===== config.mk =====
export PLATFORM = sky130hd
export DESIGN_NAME = jt49_env_ctrl
export DESIGN_NICKNAME = d
export VERILOG_FILES = /design/src/rtl/jt49_env_ctrl.sv
export SDC_FILE = /design/constraint.sdc
export NUM_CORES = 1
export LEC_CHECK = 0
export BUFFER_PORTS_ARGS = -buffer_cell sky130_fd_sc_hd__buf_2
export CAP_MARGIN = 20
export CORE_ASPECT_RATIO = 1.5
export CORE_UTILIZATION = 49
export CTS_CLUSTER_DIAMETER = 100
export CTS_CLUSTER_SIZE = 20
export DETAILED_ROUTE_END_ITERATION = 6
export GPL_TIMING_DRIVEN = 0
export HOLD_SLACK_MARGIN = 0.1
export PLACE_DENSITY = 0.63
export SLEW_MARGIN = 30
export SYNTH_ARGS = -nofsm -noshare
export SYNTH_HDL_FRONTEND = slang
export SYNTH_SLANG_ARGS = --single-unit

===== constraint.sdc =====
create_clock -name clk -period 3.7 [get_ports clk]
set_input_delay 0.37 -clock clk [delete_from_list [all_inputs] [get_ports clk]]
set_output_delay 0.37 -clock clk [all_outputs]
set_load 0.005 [all_outputs]

===== src/rtl/jt49_env_ctrl.sv =====
// Envelope sequencer: decodes R11-R13, runs the prescaler and the 16-bit period
// counter, and gates envelope steps through an IDLE/RUN/HELD cycle tracker.
module jt49_env_ctrl #(
  parameter int PRESC = 8
) (
  input  logic       clk,
  input  logic       rst,
  input  logic       cen,
  input  logic       wr,
  input  logic [3:0] addr,
  input  logic [7:0] din,
  output logic       step,
  output logic       null_period,
  output logic       restart,
  output logic [3:0] ctrl,
  output logic       cycle_done,
  output logic       env_active
);

  typedef enum logic [1:0] {IDLE, RUN, HELD} state_t;

  localparam logic [7:0] PRESC_LAST = 8'(PRESC - 1);

  state_t      state;
  logic [15:0] period;
  logic [15:0] cnt;
  logic [7:0]  presc;
  logic [4:0]  step_cnt;
  logic        tick;
  logic        expiry;
  logic        wr_shape;
  logic        hold;

  assign tick       = cen && (presc == PRESC_LAST);
  // 17-bit compare so a period of 0xFFFF never wraps; periods 0 and 1 expire every tick
  assign expiry     = tick && (({1'b0, cnt} + 17'd1) >= {1'b0, period});
  assign wr_shape   = wr && (addr == 4'd13);
  assign hold       = !ctrl[3] || ctrl[0];
  assign env_active = (state == RUN);

  // period registers ignore cen, so a tick on the write clk still sees the old value
  always_ff @(posedge clk or posedge rst) begin
    if (rst) begin
      period <= 16'd0;
    end else if (wr) begin
      case (addr)
        4'd11:   period[7:0]  <= din;
        4'd12:   period[15:8] <= din;
        default: ;
      endcase
    end
  end

  always_ff @(posedge clk or posedge rst) begin
    if (rst) begin
      null_period <= 1'b0;
    end else if (cen) begin
      null_period <= (period == 16'd0);
    end
  end

  always_ff @(posedge clk or posedge rst) begin
    if (rst) begin
      restart    <= 1'b0;
      ctrl       <= 4'd0;
      presc      <= 8'd0;
      cnt        <= 16'd0;
      step_cnt   <= 5'd0;
      step       <= 1'b0;
      cycle_done <= 1'b0;
      state      <= IDLE;
    end else begin
      restart <= wr_shape;
      if (wr_shape) begin
        // a shape write overrides any coincident tick/expiry
        ctrl       <= din[3:0];
        presc      <= 8'd0;
        cnt        <= 16'd0;
        step_cnt   <= 5'd0;
        step       <= 1'b0;
        cycle_done <= 1'b0;
        state      <= RUN;
      end else if (cen) begin
        presc      <= tick ? 8'd0 : presc + 8'd1;
        if (tick) cnt <= expiry ? 16'd0 : cnt + 16'd1;
        step       <= expiry && (state == RUN);
        cycle_done <= expiry && (state == RUN) && (step_cnt == 5'd31);
        if (expiry && state == RUN) begin
          step_cnt <= step_cnt + 5'd1;
          if (step_cnt == 5'd31 && hold) state <= HELD;
        end
      end
    end
  end

endmodule


**Word-level counts from Yosys, hierarchy flattened**

Index checks and enable logic that the tools add are counted.

- $add $sub $neg: 4
- Magnitude comparators: 1
- Equality and inequality tests: 6
- Multiplexer cells: 18
- Reduce and logical (&&, ||, !) cells: 18

Operator list:

| operator | number |
|---|---|
| 16-bit 2-to-1 mux | 4 |
| 8-bit 2-to-1 mux | 3 |
| 16-bit by 1-bit adder with 17-bit output, second input constant | 1 |
| 17-bit by 16-bit greater-or-equal comparator with 1-bit output | 1 |
| 16-bit by 1-bit adder with 16-bit output, second input constant | 1 |
| 16-bit zero test | 1 |
| 5-bit 2-to-1 mux | 3 |
| 4-bit equality test, second input constant | 3 |
| 8-bit by 1-bit adder with 8-bit output, second input constant | 1 |
| 8-bit by 3-bit equality test with 1-bit output, second input constant | 1 |
| 2-bit 2-to-1 mux | 4 |
| 2-bit AND reduction | 4 |
| 2-bit nonzero test | 4 |
| 1-bit logical AND | 6 |
| 5-bit by 1-bit adder with 5-bit output, second input constant | 1 |
| 5-bit equality test, second input constant | 1 |
| 1-bit 2-to-1 mux | 4 |
| 3-bit AND reduction | 1 |
| 2-bit by 1-bit equality test with 1-bit output, second input constant | 1 |
| 1-bit zero test | 1 |
| 1-bit logical OR | 1 |

- Register bits: 55
- Bits of input ports: 16
- Output and inout bits: 9

**Longest topological paths before layout**

Gate-level depths: netlist of the first run.

- Depth in word-level cells: 7
- Depth in mapped cells: 14
- Gate-level depth less buffers: 13

**Worst setup path before layout of the first run**

OpenSTA, ideal clock, no wires.

- Kind: flip-flop to flip-flop
- Start: register cnt[0]
- End: register cnt[10]
- Arrival: 2926 ps
- Required time: 3576 ps
- Slack: 650 ps
- Stages on the path, launching flop included: 14
- Buffers on the path: 1
- Clock period less this slack: 3050 ps
- Cells stage by stage: dfrtp_1 -> ha_1 -> nand4_1 -> or3_1 -> buf_2 -> nor2_1 -> nand3_1 -> xnor2_1 -> ha_1 -> nand3_1 -> or2_2 -> o2111ai_1 -> nor2_1 -> a211o_1

- Word-level cells in the longest chain between the ends: 7
- Elaborated cells between the ends (all ways): 8

Ends and longest elaborated chain:

| what | RTL line | text |
|---|---|---|
| from (decl) | 26 | `logic [15:0] cnt;` |
| from (signal assigned) | 85 | `if (tick) cnt <= expiry ? 16'd0 : cnt + 16'd1;` |
| 16-bit by 1-bit adder with 17-bit output | 36 | `assign expiry = tick && (({1'b0, cnt} + 17'd1) >= {1'b0, period});` |
| 17-bit by 16-bit greater-or-equal comparator with 1-bit output | 36 |  |
| 1-bit logical AND | 36 |  |
| 16-bit 2-to-1 mux (*) (2 in a row) | 85 |  |
| 16-bit 2-to-1 mux (*) | 83 | `end else if (cen) begin` |
| 16-bit 2-to-1 mux (*) | 74 | `if (wr_shape) begin` |

Every way passes the cells marked *; elsewhere a longest branch is shown, timed or not. The select of a mux whose other input is x is not followed.
A chain may end at the register's enable or synchronous reset.

**Worst setup path after layout of the first run**

- Start: register cnt[0]
- End: register cnt[12]

The elaborated chain is that of the path after synthesis.

==> results.cfg, run 1 <==
[logic_synthesis]
synth_edf_count = 0
ys_seq_area_share_pct = 45.7
syn_area_per_cell_sq_um = 9.88
ys.warnings.count = 0
synthesis.area_sq_um = 3010
syn_nets = 341
synth_cell_types = 44
synth_ff_type = dfrtp_1
syn_inst = 305
ys_async_sr_fraction_pct = 100
ys_seq_elements = 55

[drt]
totalWireLength_um = 6600
routedWlPerCell_um = 16.1
postRouteAntennaNets = 0
vias_per_cell = 5.61
firstDrtPassIters = 4
vias = 2299
route.detailed.drc = 0
first_iter_violations = 108

[sta]
worstMarginPinSlew_ns = 0.708
worst_slack_ns = 0.223
slew_violations = 0
final.setup.tns_ns = 0
fin_crit_sh_pct = 94.0
period_needed_ns = 3.48
fin_skew_ns = 0.00914
setup_viol = 0
rsz0062_at_grt = false
hold_violations = 0
fmax_ghz = 0.288
slew_headroom_pct = 52.7

[place]
place_ws_ns = 0.116
dp_hpwl_um = 5060
io_buffers = 23
placed_cell_area_sq_um = 3240
gp_congestion = 0.764

[job]
cap_violations = 0

[clock_tree]
cts_tree = yes
clkSinkCount = 55
clkTransAtPathRegs_ns = 0.10
clock_latency_ns = 0.31
cts-root-buf = clkbuf_8
htreeDepth = 2
clock_path_buffers = 2
cts_buffers = 5

[cells_and_area]
antenna_cells = 0
drive_gt1_share_pct = 16.6
area_growth_pct = 12.3
post-route-util_pct = 57.7
fin_area_sq_um = 3380
nets = 373

[outcome]
status = finished clean

[pwr]
p_per_area_nw_per_um2 = 451
ir_drop_uv = 318
leakage_nw = 1.65

[die]
die_h_um = 98.0
die_area_sq_um = 6470
rows = 34
core_area_sq_um = 5870
start_util_pct = 51.3
die_x_um = 66.0
pin_count = 25

[setup_path]
critPathKind = flop to flop
cp.arrival_ns = 3.72
crit_fanout = 10
startpoint_type = flop
r2r-end = cnt[12]
worstPathRequired_ns = 3.95
worstRegToRegCells = 14
r2r_setup_slack_ns = 0.22
rr_startpoint = cnt[0]
cp-end-kind = flop

[grt]
grt_usage_pct = 23.2
overflow = 0
antenna_found_initial = 0
grt_max_degree = 38
grt_pass1_wl_um = 11500
grt_pass1_vias = 2377

[worst_hold_path]
holdCritStartpoint = din[6]
hp-class = input pin to flop
min_path_cells = 3
hold_end = period[14]
[cell usage after synthesis (2+ instances only)]
| library cell | count | share of area (%) |
|---|---|---|
| a21oi_1 | 11 | 1.8 |
| o2111ai_1 | 2 | 0.58 |
| nand3_1 | 15 | 2.5 |
| dfrtp_1 | 55 | 46 |
| nand4_1 | 9 | 1.9 |
| mux2i_1 | 2 | 0.66 |
| or3_1 | 2 | 0.42 |
| nor4b_1 | 2 | 0.58 |
| or2_2 | 3 | 0.62 |
| o21bai_1 | 2 | 0.50 |
| xor2_1 | 7 | 2.0 |
| ha_1 | 20 | 8.3 |
| and3_1 | 5 | 1.0 |
| a32o_1 | 12 | 4.0 |
| o21ai_0 | 17 | 2.8 |
| nand2_1 | 34 | 4.2 |
| nor3_1 | 4 | 0.66 |
| buf_2 | 4 | 0.66 |
| a21o_1 | 4 | 1.0 |
| a211oi_1 | 2 | 0.50 |
| mux2_2 | 8 | 3.0 |
| inv_1 | 22 | 2.7 |
| clkbuf_1 | 5 | 0.62 |
| nor2_1 | 20 | 2.5 |
| and4_1 | 2 | 0.58 |
| nor2b_1 | 3 | 0.62 |
| xnor2_1 | 12 | 3.5 |
| nor4_1 | 5 | 1.0 |
[per-stage QoR]
stage | power [mW] | hold WS, ns | std cells
after floorplan | 1.01 | 0.442 | 305
after global placement | 1.11 | 0.454 | 400
after detailed placement | 1.12 | 0.334 | 401
after CTS | 1.53 | 0.274 | 410
after global routing | 1.63 | 0.273 | 410
final | 1.53 | 0.274 | 410
[per-layer routing]
metal	part of all wire (%)	vias up	wire [um]	GRT usage, %
met5	0	-	0	0
met4	1.4	0	95	6.06
met3	2.1	7	138	3.15
met2	53	32	3520	41.8
met1	43	1107	2840	28.4
li1	-	1153	-	-
[registers in the layout, indices dropped and copies added (netlist names)]
register and count:
period 16, restart 1, state 2, ctrl 4
cnt 16, presc 8, step_cnt 5, cycle_done 1
step 1, null_period 1
[how the worst max path moves through the flow]
stage           start  endpoint  slack, ns  cells after the start
6_report       cnt[0]   cnt[12]       0.22                     14
4_1_cts        cnt[0]   cnt[10]       0.09                     13
3_3_place_gp   cnt[0]   cnt[10]       0.15                     13
5_1_grt        cnt[0]   cnt[12]       0.02                     14
2_1_floorplan  cnt[0]   cnt[10]       0.65                     13
3_5_place_dp   cnt[0]   cnt[10]       0.12                     13
[timing repair]
action	in CTS	in global routing
setup buffers	0	0
endpoints found under the hold margin	18	0
setup endpoints to repair	0	17
hold buffers	1	0
gates resized for setup	0	3
[cell type report]
type	count	area [sq um]
plain buffers	11	47.5
clock buffers	6	82.6
clock inverters	2	35.0
fillers	546	2490
inverters	22	85.1
multi-input cells	217	1520
flip-flops and latches	55	1380
well taps	72	90.1
repair buffers	25	145
[worst max-delay path: stages, from the launching register on]
cell and delay (ns):
dfrtp_2 0.42, ha_1 0.25, nand4_1 0.14, or3_1 0.38, buf_2 0.17, nor2_1 0.16
nand3_1 0.11, xnor2_1 0.25, ha_1 0.30, a21o_1 0.19, a21oi_1 0.17, o21a_4 0.18
o211a_4 0.22, buf_2 0.25, a32o_1 0.20
[power by group]
group	switching [mW]	total, mW	leakage, nW	internal (mW)
clock	0.199	0.419	0.0612	0.219
sequential	0.0880	0.785	0.715	0.697
combinational	0.176	0.323	0.870	0.147
[kinds of logic (layout without fill, tap and decap cells)]
kind of cell / Yosys count / in the layout / share of synthesized area [%]
buffers and inverters: 33 / 66 / 4.32
and+or+nand+nor: 110 / 110 / 18.2
DFF: 55 / 55 / 45.7
xor gates and xnor gates: 19 / 19 / 5.52
AOI/OAI and AO/OA: 58 / 58 / 14.3
muxes: 10 / 10 / 3.65
adders and majority gates: 20 / 20 / 8.31
[layout by cell type (no fill, tap or decap), types with 2 or more instances in the layout]
cell and count:
dfrtp_1 54, nand2_1 34, buf_2 27, inv_1 21, nor2_1 20, ha_1 20, o21ai_0 17, nand3_1 15
xnor2_1 12, a32o_1 12, a21oi_1 11, nand4_1 9, mux2_2 8, xor2_1 7, clkbuf_8 6, clkbuf_1 5
nor4_1 5, and3_1 5, nor3_1 4, a21o_1 4, nor2b_1 3, or2_2 3, nor4b_1 2, and4_1 2
a211oi_1 2, or3_1 2, o21bai_1 2, mux2i_1 2
(Power assumes the default switching activity.)
==> run 2: changes to the inputs <==
--- a/config.mk
+++ b/config.mk
@@ -14,7 +14,7 @@
 export DETAILED_ROUTE_END_ITERATION = 6
 export GPL_TIMING_DRIVEN = 0
 export HOLD_SLACK_MARGIN = 0.1
-export PLACE_DENSITY = 0.63
+export PLACE_DENSITY = 0.66
 export SLEW_MARGIN = 30
 export SYNTH_ARGS = -nofsm -noshare
 export SYNTH_HDL_FRONTEND = slang
==> constraint.sdc (replaced) <==
create_clock -name clk -period 3 [get_ports clk]
set_input_delay 0.3 -clock clk [delete_from_list [all_inputs] [get_ports clk]]
set_output_delay 0.3 -clock clk [all_outputs]
set_load 0.005 [all_outputs]
==> run 2 against run 1 <==
Compared with the run above:
- the flow now finishes with violations (setup timing)
- flip-flop and latch count unchanged
- clock skew is 0.0072 ns higher
- global-route usage increased by 0.35 points
- core utilization increased by 4.1 points
- first-iteration DRC count shrank 26%
==> results.cfg, run 2 (same netlist as run 1, synthesis figures left out) <==
[outcome]
status = finished, violations left
violations = setup timing

[clock_tree]
htreeDepth = 2
clock_latency_ns = 0.32
cts_tree = yes
clkTransAtPathRegs_ns = 0.11
clkSinkCount = 55
cts_buffers = 5
cts-root-buf = clkbuf_8
clock_path_buffers = 2

[setup_path]
cp-end-kind = flop
critPathKind = flop to flop
r2r-end = step_cnt[0]
worstPathRequired_ns = 3.23
max_stage_delay_ns = 0.41
worstRegToRegCells = 13
path_buf_inv = 1
cpMostUsedCell = or3_1
startpoint_type = flop
r2r_setup_slack_ns = -0.06
cp.arrival_ns = 3.29
crit_chain = ha_4 -> nand4_1 -> or3_1 -> buf_6 -> nor2_4 -> nand3_2 -> xnor2_2 -> ha_1 -> nand3_1 -> or2_4 -> o211a_4 -> or3_1 -> a21oi_1
rr_startpoint = cnt[0]
cp_slowest_cell = dfrtp_1
cp-startpoint = cnt[0]
crit_fanout = 6
crit_family = simple AND/OR/NAND/NOR gates

[sta]
rsz0062_at_grt = true
hold_violations = 0
fin_skew_ns = 0.0164
slew_headroom_pct = 53.1
slew_violations = 0
fmax_ghz = 0.327
fin_crit_sh_pct = 102
setup_viol = 8
worstMarginPinSlew_ns = 0.693
period_needed_ns = 3.06
worst_slack_ns = -0.0611

[cells_and_area]
top_regs = cnt (16), period (16), presc (8)
final_common_cell = dfrtp_1
fin_area_sq_um = 3630
nets = 387
post-route-util_pct = 61.8
mostFrequentLayoutCells = 54 x dfrtp_1, 34 x nand2_1, 25 x buf_2
area_growth_pct = 20.3
drive_gt1_share_pct = 24.1
fin_cells = 424
antenna_cells = 0

[place]
place_ws_ns = -0.443
placed_cell_area_sq_um = 3250
gp_congestion = 0.784
dp.cells = 401
io_buffers = 23
dp_hpwl_um = 5020

[drt]
vias = 2424
totalWireLength_um = 7050
route.detailed.drc = 0
routedWlPerCell_um = 16.6
firstDrtPassIters = 4
first_iter_violations = 80
postRouteAntennaNets = 0
vias_per_cell = 5.72

[worst_hold_path]
hp-class = input pin to flop
hold_end = period[13]
min_path_cells = 3
holdCritStartpoint = din[5]

[grt]
grt_pass1_vias = 2491
overflow = 0
use_met1_pct = 27.9
grt_pass1_wl_um = 11700
met3_usage_pct = 3.39
antenna_found_initial = 0
grt_util_met2_pct = 41.2
grt_max_degree = 37
top_usage_layer = met2
grt_usage_pct = 23.6

[die]
die_x_um = 66.0
pin_count = 25
core_area_sq_um = 5870
start_util_pct = 51.3
die_area_sq_um = 6470
rows = 34
die_h_um = 98.0

[pwr]
p_per_area_nw_per_um2 = 539
leakage_nw = 1.75
ir_drop_uv = 528

[job]
cap_violations = 0
[run 2: cell count changes in the layout (fill, tap and decap cells not counted), sizes merged]
| cell | previous run | this run |
|---|---|---|
| clkinvlp | 0 | 1 |
| buf | 29 | 43 |
| clkbuf | 12 | 11 |
| clkinv | 1 | 0 |
| inv | 22 | 23 |
[run 2: worst max path at each step]
| stage | slack [ns] | end | cells after the start |
|---|---|---|---|
| after floorplan | -0.01 | cnt[10] | 13 |
| after CTS | 0.01 | step_cnt[0] | 12 |
| after global placement | -0.44 | cnt[10] | 13 |
| after detailed placement | -0.44 | cnt[10] | 13 |
| final | -0.06 | step_cnt[0] | 13 |
| after global routing | -0.20 | step_cnt[0] | 13 |
[run 2: metrics by stage]
stage | hold WS (ns) | TNS [ns] | power [mW]
after floorplan | 0.405 | -0.0155 | 1.25
after global routing | 0.203 | -2.90 | 2.07
final | 0.205 | -0.164 | 1.96
after detailed placement | 0.268 | -7.56 | 1.38
after global placement | 0.451 | -6.99 | 1.37
after CTS | 0.198 | 0 | 1.94
[run 2: final cells by class]
| class | instances | area, sq um |
|---|---|---|
| Clock buffer | 5 | 68.8 |
| Clock inverter | 3 | 46.3 |
| Inverter | 22 | 85.1 |
| Tap cell | 72 | 90.1 |
| Buffer | 11 | 63.8 |
| Sequential cell | 55 | 1380 |
| Multi-Input combinational cell | 217 | 1640 |
| Timing Repair Buffer | 39 | 254 |
| Fill cell | 506 | 2240 |
[run 2: power by group]
| part | internal (mW) | switching (mW) | total, mW |
|---|---|---|---|
| clock | 0.252 | 0.258 | 0.509 |
| sequential | 0.858 | 0.102 | 0.960 |
| combinational | 0.230 | 0.256 | 0.486 |
| total | 1.34 | 0.616 | 1.96 |
[run 2: repair_timing]
item | CTS | global route
hold buffers | 1 | 0
buffers inserted | 7 | 7
resized for setup | 20 | 13
endpoints found under the setup margin | 25 | 25
gates cloned | 0 | 0
hold endpoints to repair | 19 | 0
pin swaps | 5 | 10
[run 2: per-layer routing]
metal | routed length (um) | vias up
met4 | 178 | 0
met2 | 3880 | 37
met1 | 2840 | 1194
li1 | - | 1180
met5 | 0 | -
met3 | 151 | 13
[run 2: worst register-to-register path: cells and delay by family (launching register included)]
kind	cells	cell delay (ns)
compound gates	2	0.42
flops	1	0.41
buf+inv	1	0.14
simple gates	7	1.37
xor+xnor	1	0.16
fa+ha+maj	2	0.46
==> run 3: changes to the inputs <==
--- a/config.mk
+++ b/config.mk
@@ -8,6 +8,7 @@
 export BUFFER_PORTS_ARGS = -buffer_cell sky130_fd_sc_hd__buf_2
 export CAP_MARGIN = 20
 export CORE_ASPECT_RATIO = 1.5
+export CORE_MARGIN = 5
 export CORE_UTILIZATION = 49
 export CTS_CLUSTER_DIAMETER = 100
 export CTS_CLUSTER_SIZE = 20
==> run 3 against run 2 <==
Compared with the run above:
- the flow still finishes with violations (setup timing)
- worst hold slack lost 0.010 ns
- sequential power is essentially flat
- routed wire length shrank 0.28%
- flip-flop and latch count is the same
- setup slack gained 0.048 ns
- final cell count shrank 0.47%
- combinational power grew 0.8%
- critical path type unchanged
==> results.cfg, run 3 (same netlist as run 1, synthesis figures left out) <==
[outcome]
status = finished, violations left
violations = setup timing

[setup_path]
worstPathRequired_ns = 3.25
crit_chain = ha_4 -> nand4_1 -> or3_4 -> nor2_4 -> nand3_2 -> xnor2_2 -> ha_4 -> nand3_2 -> or2_4 -> o211a_4 -> or3_4 -> a21oi_2
cp_slowest_cell = or3_4
cp.arrival_ns = 3.26
max_stage_delay_ns = 0.45
crit_fanout = 7
startpoint_type = flop
critPathKind = flop to flop
cp-end-kind = flop

[clock_tree]
cts_tree = yes
clock_latency_ns = 0.32
clkSinkCount = 55
cts_buffers = 5
clock_path_buffers = 2
clkTransAtPathRegs_ns = 0.11
cts-root-buf = clkbuf_8
htreeDepth = 2

[sta]
rsz0062_at_grt = true
fin_crit_sh_pct = 100
worstMarginPinSlew_ns = 0.622
fin_skew_ns = 0.00932
worst_slack_ns = -0.0134
whs_ns = 0.195
slew_violations = 0
fmax_ghz = 0.332
final.setup.tns_ns = -0.0134
period_needed_ns = 3.01
hold_violations = 0
slew_headroom_pct = 58.0
setup_viol = 1

[grt]
grt_usage_pct = 19.6
grt_pass1_wl_um = 11800
grt_max_degree = 43
antenna_found_initial = 0
overflow = 0
grt_pass1_vias = 2577

[place]
io_buffers = 23
gp_congestion = 0.784
dp.cells = 403
dp_hpwl_um = 5020

[drt]
first_iter_violations = 122
totalWireLength_um = 7030
firstDrtPassIters = 4
route.detailed.drc = 0
vias_per_cell = 5.71
vias = 2409
routedWlPerCell_um = 16.7
postRouteAntennaNets = 0

[cells_and_area]
fin_cells = 422
top_regs = cnt (16), period (16), presc (8)
nFillCells = 517
antenna_cells = 0
drive_gt1_share_pct = 27.6
area_growth_pct = 21.8
nets = 383
final_common_cell = dfrtp_1
mostFrequentLayoutCells = 53 x dfrtp_1, 34 x nand2_1, 25 x buf_2
post-route-util_pct = 60.3

[pwr]
ir_drop_uv = 381
p_per_area_nw_per_um2 = 535
leakage_nw = 1.75

[job]
cap_violations = 0

[die]
die_h_um = 106
start_util_pct = 49.5
die_x_um = 74.0
die_area_sq_um = 7850
core_area_sq_um = 6090
pin_count = 25
rows = 35

[worst_hold_path]
hp-class = input pin to flop
[run 3: per-stage QoR]
step	area (sq um)	power, mW	setup slack, ns
after floorplan	3020	1.25	-0.0123
after global routing	3670	2.09	-0.145
final	3670	1.96	-0.0134
after global placement	3230	1.37	-0.461
after CTS	3540	1.95	-0.00260
after detailed placement	3250	1.39	-0.486
[run 3: power breakdown]
group	switching (mW)	internal (mW)	total, mW
sequential	0.103	0.860	0.963
combinational	0.265	0.226	0.490
clock	0.261	0.249	0.510
total	0.629	1.33	1.96
[run 3: repair_timing]
item	CTS	global route
hold buffers	1	0
resized for setup	21	23
pin swaps	9	23
setup endpoints to repair	25	25
endpoints found under the hold margin	13	0
buffers inserted	7	4
[run 3: cell type report]
type,instances,area (sq um),share of cell area (%)
clock inverter,3,43.8,1.19
sequential,55,1380,37.6
inverter,22,85.1,2.32
clock buffer,5,68.8,1.88
multi-input combinational,217,1720,46.9
timing repair buffer,36,231,6.31
buffer,10,48.8,1.33
tap,74,92.6,2.52
[run 3: path summary, 6_finish.rpt]
path,startpoint,to,slack (ns),cells after the start
worst min register to register,state[0],state[0],0.48,1
max in group asynchronous,rst,ctrl[2],2.09,4
worst max-delay path,cnt[1],step_cnt[0],-0.01,12
worst min-delay path,din[6],period[14],0.19,3
worst max register to register,cnt[1],step_cnt[0],-0.01,12
min in group asynchronous,rst,cnt[15],0.44,3
[run 3: critical path: cells and delay by family (launching register included)]
kind | cells | cell delay [ns]
simple gates | 7 | 1.51
compound gates | 2 | 0.44
fa+ha+maj | 2 | 0.42
flops | 1 | 0.40
xor+xnor | 1 | 0.17
[run 3: layer usage]
metal  GRT usage, %  vias to the layer above  wire length, um
met2           35.0                       38             3890
met4           8.55                        0              174
met5              0                        -                0
met3           3.03                       14              199
li1               -                     1165                -
met1           22.4                     1192             2770
